`src/rtl/barrel_shifter.sv`:
```
// Registered rotate unit: a logarithmic barrel of power-of-two rotate stages
// feeding a single output register, giving one result per clock at 1-cycle latency.
module barrel_shifter #(
  parameter int WIDTH = 32,
  parameter int SHW   = 6
) (
  input  logic             clk,
  input  logic             rst_n,
  input  logic             in_valid,
  input  logic [WIDTH-1:0] in_reg,
  input  logic [SHW-1:0]   shift_amt,
  input  logic             in_m,
  output logic [WIDTH-1:0] o_reg,
  output logic             o_valid
);

  localparam int LG = $clog2(WIDTH);

  logic [LG-1:0]          k_s;
  logic [LG-1:0]          amt_s;
  logic [LG:0][WIDTH-1:0] stage_s;
  logic [WIDTH-1:0]       o_reg_d, o_reg_q;
  logic                   o_valid_d, o_valid_q;

  // Left rotate by k is a right rotate by (WIDTH-k) mod WIDTH, which is the
  // two's complement of k truncated to LG bits.
  assign k_s        = shift_amt[LG-1:0];
  assign amt_s      = in_m ? k_s : ({LG{1'b0}} - k_s);
  assign stage_s[0] = in_reg;

  for (genvar s = 0; s < LG; s++) begin : g_stage
    localparam int N = 1 << s;
    assign stage_s[s+1] = amt_s[s] ? {stage_s[s][N-1:0], stage_s[s][WIDTH-1:N]}
                                   : stage_s[s];
  end

  // Next-state: capture a new result on in_valid, otherwise hold data and drop valid.
  always_comb begin
    o_reg_d   = o_reg_q;
    o_valid_d = 1'b0;
    if (in_valid) begin
      o_reg_d   = stage_s[LG];
      o_valid_d = 1'b1;
    end else begin
      o_reg_d   = o_reg_q;
      o_valid_d = 1'b0;
    end
  end

  // Output register with synchronous active-low reset taking priority over capture.
  always_ff @(posedge clk) begin
    if (!rst_n) begin
      o_reg_q   <= {WIDTH{1'b0}};
      o_valid_q <= 1'b0;
    end else begin
      o_reg_q   <= o_reg_d;
      o_valid_q <= o_valid_d;
    end
  end

  assign o_reg   = o_reg_q;
  assign o_valid = o_valid_q;

endmodule

```
`config.mk`:
```
export PLATFORM = sky130hd
export DESIGN_NAME = barrel_shifter
export DESIGN_NICKNAME = d
export VERILOG_FILES = /design/src/rtl/barrel_shifter.sv
export SDC_FILE = /design/constraint.sdc
export NUM_CORES = 1
export LEC_CHECK = 0
export ABC_AREA = 1
export CAP_MARGIN = 10
export CORE_ASPECT_RATIO = 1.5
export CORE_MARGIN = 3
export CORE_UTILIZATION = 53
export CTS_CLUSTER_DIAMETER = 60
export DETAILED_ROUTE_END_ITERATION = 8
export GPL_ROUTABILITY_DRIVEN = 0
export PLACE_DENSITY = 0.82
export SYNTH_ARGS = -nofsm -noshare
export SYNTH_HDL_FRONTEND = slang
export SYNTH_SLANG_ARGS = --single-unit
```
`constraint.sdc`:
```
create_clock -name clk -period 2.1 [get_ports clk]
set_input_delay 0.21 -clock clk [delete_from_list [all_inputs] [get_ports clk]]
set_output_delay 0.21 -clock clk [all_outputs]
set_load 0.02 [all_outputs]
```
==> results of run 1 <==
[layer usage]
| metal | vias up | part of all wire |
|---|---|---|
| li1 | 2417 | - |
| met4 | 0 | 0.063 |
| met1 | 2134 | 0.38 |
| met5 | - | 0 |
| met3 | 58 | 0.072 |
| met2 | 265 | 0.48 |
[power groups by stage]
stage,Sequential (mW),Clock (mW),Combinational (mW)
after floorplan,0.822,0,0.783
after detailed placement,0.741,0,1.33
final,0.726,0.450,1.41
after global placement,0.738,0,1.31
after CTS,0.727,0.461,1.34
after global routing,0.734,0.478,1.54
[cell type report]
cell class	count	area [um^2]	share of cell area
clock buffers	6	72.6	0.0155
clock inverters	2	10.0	0.00214
inverters	45	169	0.0361
multi-input cells	595	2580	0.551
flip-flops and latches	33	661	0.141
well taps	76	95.1	0.0203
repair buffers	101	1090	0.234
[cells in the mapped netlist]
| master | n |
|---|---|
| sky130_fd_sc_hd__nand2_1 | 378 |
| sky130_fd_sc_hd__nand3_1 | 179 |
| sky130_fd_sc_hd__inv_1 | 40 |
| sky130_fd_sc_hd__dfxtp_1 | 33 |
| sky130_fd_sc_hd__a21oi_1 | 32 |
| sky130_fd_sc_hd__buf_2 | 24 |
| sky130_fd_sc_hd__clkbuf_1 | 10 |
| sky130_fd_sc_hd__buf_4 | 9 |
| sky130_fd_sc_hd__inv_2 | 5 |
| sky130_fd_sc_hd__buf_6 | 4 |
| sky130_fd_sc_hd__buf_1 | 2 |
| sky130_fd_sc_hd__nor2_1 | 2 |
| sky130_fd_sc_hd__ha_1 | 1 |
| sky130_fd_sc_hd__nand2_2 | 1 |
| sky130_fd_sc_hd__o21ai_1 | 1 |
| sky130_fd_sc_hd__xor2_2 | 1 |
[through the flow]
stage / total power, mW / instances / utilization / setup slack, ns / TNS (ns)
after floorplan: 1.60 / 722 / - / 0.298 / 0
after global placement: 2.05 / 848 / 0.682 / -0.177 / -3.97
after detailed placement: 2.07 / 848 / 0.682 / -0.220 / -5.36
after CTS: 2.53 / 856 / 0.695 / 0.0478 / 0
after global routing: 2.75 / 858 / 0.712 / -0.0205 / -0.0650
final: 2.58 / 858 / 0.712 / 0.0849 / 0
[logic make-up after synthesis]
| group | count (synthesis) | synth area share |
|---|---|---|
| adder cells (fa/ha/maj) | 1 | 0.00345 |
| buffers and inverters | 94 | 0.123 |
| XOR/XNOR | 1 | 0.00448 |
| AND/OR/NAND/NOR | 560 | 0.642 |
| AO/OA/AOI/OAI | 33 | 0.0455 |
| flip-flops | 33 | 0.182 |
[timing repair]
| item | CTS | global route |
|---|---|---|
| resized for setup | 0 | 18 |
| hold buffers | 0 | 0 |
| endpoints found under the setup margin | 0 | 22 |
| endpoints found under the hold margin | 0 | 0 |
| buffers inserted | 0 | 0 |
[placed cells by master (no fill, tap or decap), types with 3 or more instances in the layout]
master and count:
sky130_fd_sc_hd__a21oi_1 29, sky130_fd_sc_hd__buf_12 9, sky130_fd_sc_hd__clkdlybuf4s50_1 72, sky130_fd_sc_hd__clkbuf_8 5, sky130_fd_sc_hd__nand3_1 174, sky130_fd_sc_hd__nand2_2 7
sky130_fd_sc_hd__a21oi_2 3, sky130_fd_sc_hd__dfxtp_1 33, sky130_fd_sc_hd__inv_2 5, sky130_fd_sc_hd__buf_4 16, sky130_fd_sc_hd__inv_1 40, sky130_fd_sc_hd__nand3_2 5
sky130_fd_sc_hd__nand2_1 371
[worst max-delay path, stage by stage]
cell	delay (ns)
sky130_fd_sc_hd__clkdlybuf4s50_1	0.48
sky130_fd_sc_hd__inv_1	0.06
sky130_fd_sc_hd__ha_1	0.29
sky130_fd_sc_hd__inv_1	0.04
sky130_fd_sc_hd__nand2_1	0.05
sky130_fd_sc_hd__nand2_1	0.08
sky130_fd_sc_hd__buf_12	0.16
sky130_fd_sc_hd__buf_12	0.13
sky130_fd_sc_hd__nand2_1	0.05
sky130_fd_sc_hd__nand2_1	0.08
sky130_fd_sc_hd__nand2_1	0.09
sky130_fd_sc_hd__nand3_1	0.16
sky130_fd_sc_hd__nand3_1	0.11
sky130_fd_sc_hd__nand3_1	0.09
sky130_fd_sc_hd__a21oi_1	0.14
[how the worst min path moves through the flow]
stage | endpoint | slack, ns | cells past startpoint
2_1_floorplan | o_valid$_SDFF_PN0_ | 0.31 | 2
3_3_place_gp | o_reg[18]$_SDFFE_PN0P_ | 0.45 | 2
3_5_place_dp | o_reg[17]$_SDFFE_PN0P_ | 0.45 | 2
4_1_cts | o_reg[17]$_SDFFE_PN0P_ | 0.46 | 2
5_1_grt | o_reg[0]$_SDFFE_PN0P_ | 0.48 | 2
6_report | o_reg[17]$_SDFFE_PN0P_ | 0.46 | 2
==> Flow_metrics.wiki, run 1 <==
{| class="wikitable"
! Metric !! Value
|-
| Status || finished clean
|-
| Final hold viol count || 0
|-
| Layout fillers || 625
|-
| Wire length of the first global-routing pass || 18300 um
|-
| Warning count from the yosys run || 0
|-
| Final clock period utilization by the worst path || 0.960
|-
| Port-buffer cells || 73
|-
| Power per Cell Area || 552 mW/mm^2
|-
| Leakage dissipation || 2.42 nW
|-
| Clock Sink Count || 33
|-
| Placed wire-length estimate after detailed placement || 9020 um
|-
| Mean instance size in the synthesized netlist || 5.03 um^2
|-
| Global-route total usage across every layer || 0.285
|-
| Worst-Margin Slew || 0.469 ns
|-
| Clock insertion delay at the later pin of the skew report || 0.28 ns
|-
| Initial core utilization || 0.552
|-
| Number of flip-flops and latches in the synthesized netlist || 33
|-
| Max Buffers Root-to-Sink || 2
|-
| Count of unique library cells instantiated by Yosys || 16
|-
| Worst-path clk slew || 0.07 ns
|-
| Overall die area || 0.00790 mm^2
|-
| Clock root buffer master || sky130_fd_sc_hd__clkbuf_8
|-
| Met2 demand-to-capacity share in global routing || 0.479
|-
| Combinational group share of total power || 0.545
|-
| H-tree depth || 2
|-
| Maximum number of pins on one net before global-route repair || 53
|-
| Biggest fanout along the worst timing path || 10
|-
| DRT iter0 DRCs || 626
|-
| Final non-filler cell area || 0.00468 mm^2
|-
| Clock tree from TritonCTS || yes
|-
| Kind of critical path || input port to register
|-
| Ranking of synthesized cells by area || sky130_fd_sc_hd__nand2_1 (39%), sky130_fd_sc_hd__nand3_1 (25%), sky130_fd_sc_hd__dfxtp_1 (18%)
|-
| Register-to-Register Path Depth || 2
|-
| # diodes || 0
|-
| Largest area contributor in the netlist || sky130_fd_sc_hd__nand2_1
|-
| Final-report max-slew violation count || 0
|-
| Post-Syn Nets || 765
|-
| Number of detailed-route iterations in the first pass || 7
|-
| Power share of the clock group || 0.174
|-
| Vias in the first global route || 4203
|-
| Switching share of power || 0.423
|-
| I/O pin total || 75
|-
| Post-place instance area || 0.00449 mm^2
|-
| Tightest Hold Check Type || register to register
|-
| Flip-flop count of the largest register, all copies and words added || 32
|-
| Vias post-DR || 4874
|-
| Die height || 107 um
|-
| Final antenna-violating net count || 0
|-
| Routed WL per cell || 13.4 um
|-
| Max-capacitance violation count || 0
|-
| Final min period || 2.02 ns
|-
| Maximum vdd drop || 259 uV
|-
| Maximum clock frequency || 496 MHz
|-
| Detailed Route WL || 11500 um
|-
| Met1 usage || 0.338
|-
| Critical path endpoint category || register
|-
| Seq/Total Area, Yosys || 0.182
|-
| Internal portion of total power || 1.49 mW
|-
| Worst reg2reg setup slack || 1.47 ns
|-
| Routed via count divided by cell count || 5.68
|-
| Sequential share of power || 0.281
|-
| Max transition margin || 0.687
|-
| Number of standard-cell rows in the floorplan || 36
|-
| Proportion of netlist area held by the largest area contributor || 0.391
|-
| Endpoint of the worst register-to-register path || o_reg[27]$_SDFFE_PN0P_
|-
| Synthesized area || 0.00363 mm^2
|-
| Worst Min Path Start || o_reg[17]$_SDFFE_PN0P_
|-
| Post-Route Hold Slack || 0.462 ns
|-
| Critical Path Sink || o_reg[3]$_SDFFE_PN0P_
|-
| Cells after Synth || 722
|-
| Nets || 824
|-
| Proportion of layout cells with a drive suffix above 1 || 0.0729
|-
| Reg-to-reg critical path startpoint || o_reg[27]$_SDFFE_PN0P_
|-
| Number of antenna violations at the first check in global routing || 0
|-
| Placeable Area || 0.00658 mm^2
|-
| Global routing's busiest layer || met2
|-
| DRC errors left || 0
|-
| GRT overflow || 0
|-
| Layout overhead on the synthesized area || 29.0%
|-
| CP Launch Point || shift_amt[1]
|-
| CP Data Arrival Time || 2.22 ns
|-
| GRT met3 Usage || 0.0224
|-
| Worst setup skew after layout || 0 ns
|-
| Category of the worst setup path launch point || input port
|-
| Number of CTS-inserted buffers || 5
|-
| CP required || 2.31 ns
|-
| RSZ-0062 raised after global routing || yes
|-
| Switching pwr || 1.09 mW
|-
| Setup violators final || 0
|-
| Die W || 73.6 um
|}
(Power assumes the default switching activity.)
==> run 2: changes to the inputs <==
--- a/config.mk
+++ b/config.mk
@@ -9,11 +9,12 @@
 export CAP_MARGIN = 10
 export CORE_ASPECT_RATIO = 1.5
 export CORE_MARGIN = 3
-export CORE_UTILIZATION = 53
+export CORE_UTILIZATION = 65
 export CTS_CLUSTER_DIAMETER = 60
 export DETAILED_ROUTE_END_ITERATION = 8
+export DONT_BUFFER_PORTS = 1
 export GPL_ROUTABILITY_DRIVEN = 0
-export PLACE_DENSITY = 0.82
+export PLACE_DENSITY = 0.81
 export SYNTH_ARGS = -nofsm -noshare
 export SYNTH_HDL_FRONTEND = slang
 export SYNTH_SLANG_ARGS = --single-unit
==> run 2 against run 1 <==
- via count shrank 9.3%
- fmax grew 18%
- total power shrank 13%
- cell area shrank 23%
- sequential share of layout area grew 4.2 points
- critical endpoint is now o_reg[12]$_SDFFE_PN0P_
- largest cell class unchanged
==> Flow_metrics.wiki, run 2 (synthesized netlist as in run 1, its figures left out) <==
{| class="wikitable"
! Metric !! Value
|-
| Proportion of layout cells with a drive suffix above 1 || 0.0291 (-0.0438)
|-
| Worst-path clk slew || 0.06 ns (about the same)
|-
| DRT iter0 DRCs || 405 (-35%)
|-
| Wire length of the first global-routing pass || 17300 um (-5.4%)
|-
| CP required || 2.23 ns (-0.08 ns)
|-
| Final clock period utilization by the worst path || 0.815 (-0.145)
|-
| Power per Cell Area || 624 mW/mm^2 (+13%)
|-
| I/O pin total || 75 (unchanged)
|-
| Cell breakdown of the critical path || inv_1 > ha_1 > nor2_1 > nand2_1 > nand2_1 > buf_4 > nand3_1 > nand3_1 > nand3_1 > nand3_1 > a21oi_1
|-
| RSZ-0062 raised after global routing || no
|-
| Vias in the first global route || 3763 (-10%)
|-
| Critical path endpoint category || register
|-
| Post-placement setup slack || 0.216 ns (+0.435 ns)
|-
| Worst path most repeated cell || sky130_fd_sc_hd__nand3_1
|-
| Placed wire-length estimate after detailed placement || 7770 um (-14%)
|-
| Critical path depth || 11 (-4)
|-
| Number of antenna violations at the first check in global routing || 0 (unchanged)
|-
| Setup_tns || 0 ns (unchanged)
|-
| Leakage dissipation || 1.98 nW (-18%)
|-
| Port-buffer cells || 0 (-100%)
|-
| Max-capacitance violation count || 0 (unchanged)
|-
| Max transition margin || 0.405 (-0.282)
|-
| Die height || 97.5 um (-9.2%)
|-
| Maximum clock frequency || 585 MHz (+18%)
|-
| Routed via count divided by cell count || 5.85 (+3.1%)
|-
| Commonest cells after routing, fill and taps aside || sky130_fd_sc_hd__nand2_1 (378), sky130_fd_sc_hd__nand3_1 (179), sky130_fd_sc_hd__inv_1 (40)
|-
| Count of cells along the worst hold path || 2 (unchanged)
|-
| Final min period || 1.71 ns (-0.304 ns)
|-
| Status || finished clean
|-
| Post-Route Hold Slack || 0.0209 ns (-0.441 ns)
|-
| Global-route total usage across every layer || 0.332 (+0.0470)
|-
| Register-to-Register Path Depth || 2 (unchanged)
|-
| Layout overhead on the synthesized area || -0.793%
|-
| Setup violators final || 0 (unchanged)
|-
| Initial core utilization || 0.687 (+0.135)
|-
| Worst-Margin Slew || 0.891 ns (+0.422 ns)
|-
| Most common library cell in the layout ignoring fill and taps || sky130_fd_sc_hd__nand2_1
|-
| # diodes || 0 (unchanged)
|-
| Clock insertion delay at the later pin of the skew report || 0.29 ns (about the same)
|-
| Clock root buffer master || sky130_fd_sc_hd__clkbuf_8
|-
| CP Data Arrival Time || 1.84 ns (-0.38 ns)
|-
| H-tree depth || 2 (unchanged)
|-
| Maximum number of pins on one net before global-route repair || 55 (+3.8%)
|-
| Routed WL per cell || 13.7 um (+1.8%)
|-
| Final Worst Setup Slack || 0.389 ns (+0.304 ns)
|-
| Flip-flop count of the largest register, all copies and words added || 32 (unchanged)
|-
| Critical Path Max Stage Delay || 0.30 ns (-0.18 ns)
|-
| Total chip power || 2.25 mW (-13%)
|-
| Placeable Area || 0.00529 mm^2 (-20%)
|-
| Clock tree from TritonCTS || yes
|-
| Setup Fix Bufs, Post-CTS || 0 (unchanged)
|-
| Max Buffers Root-to-Sink || 2 (unchanged)
|-
| Layout fillers || 556 (-11%)
|-
| Slowest cell on the critical path || sky130_fd_sc_hd__buf_4
|-
| Count of hold-fix buffers inserted at cts || 0 (unchanged)
|-
| Top cell family by delay on the critical path || simple AND/OR/NAND/NOR gates
|-
| Number of standard-cell rows in the floorplan || 32 (-11%)
|-
| Biggest fanout along the worst timing path || 25 (+15)
|-
| Maximum vdd drop || 306 uV (+18%)
|-
| Final-report max-slew violation count || 0 (unchanged)
|-
| Number of CTS-inserted buffers || 5 (unchanged)
|-
| Nets || 730 (-11%)
|-
| Final hold viol count || 0 (unchanged)
|-
| Die W || 67.0 um (-8.9%)
|-
| Vias post-DR || 4420 (-9.3%)
|-
| DRC errors left || 0 (unchanged)
|-
| Clock Sink Count || 33 (unchanged)
|-
| Overall die area || 0.00654 mm^2 (-17%)
|-
| Sum of buffers and inverters on the critical path || 2 (-3)
|-
| Share of the core filled with cells || 0.681 (-0.0308)
|-
| Final antenna-violating net count || 0 (unchanged)
|-
| Number of detailed-route iterations in the first pass || 6 (-1)
|-
| Quantity of gates resized following cts || 0 (unchanged)
|-
| Detailed Route WL || 10300 um (-10%)
|-
| GRT overflow || 0 (unchanged)
|-
| Worst setup skew after layout || 0 ns (unchanged)
|-
| Kind of critical path || input port to register
|-
| Tightest Hold Check Type || input port to register
|-
| Category of the worst setup path launch point || input port
|}
[run 2: final timing paths]
check	end	start	slack, ns
worst min-delay path	o_valid$_SDFF_PN0_	in_valid	0.02
worst max register to register	o_reg[24]$_SDFFE_PN0P_	o_reg[24]$_SDFFE_PN0P_	1.25
worst max-delay path	o_reg[12]$_SDFFE_PN0P_	shift_amt[1]	0.39
worst min register to register	o_reg[8]$_SDFFE_PN0P_	o_reg[8]$_SDFFE_PN0P_	0.56
[run 2: area by class of cell]
type / count / area [um^2] / share of cell area
Timing Repair Buffer: 7 / 77.6 / 0.0215
Multi-Input combinational cell: 595 / 2520 / 0.700
Tap cell: 68 / 85.1 / 0.0236
Inverter: 45 / 169 / 0.0469
Clock buffer: 7 / 86.3 / 0.0240
Sequential cell: 33 / 661 / 0.183
[run 2: power by group]
part | total, mW | internal [mW] | switching (mW)
Sequential | 0.821 | 0.695 | 0.126
Clock | 0.480 | 0.260 | 0.220
Combinational | 0.947 | 0.305 | 0.642
Total | 2.25 | 1.26 | 0.989
[run 2: metal layers]
layer  vias up  GRT usage  part of all wire
met5         -          0                 0
met4         0      0.238             0.069
met3        48     0.0706             0.099
met2       260      0.491              0.45
met1      1893      0.413              0.38
li1       2219          -                 -
[run 2: stage by stage]
step           std cells  instance area, um^2
6_report             755                 3600
5_1_grt              755                 3600
4_1_cts              755                 3600
3_5_place_dp         748                 3510
3_3_place_gp         748                 3510
2_1_floorplan        722                 3630
[run 2: worst reg2reg max path: cells and delay by family, from the launching register on]
family | cells | cell delay (ns)
flip-flops | 1 | 0.46
AO/OA/AOI/OAI | 1 | 0.19
AND/OR/NAND/NOR | 1 | 0.12
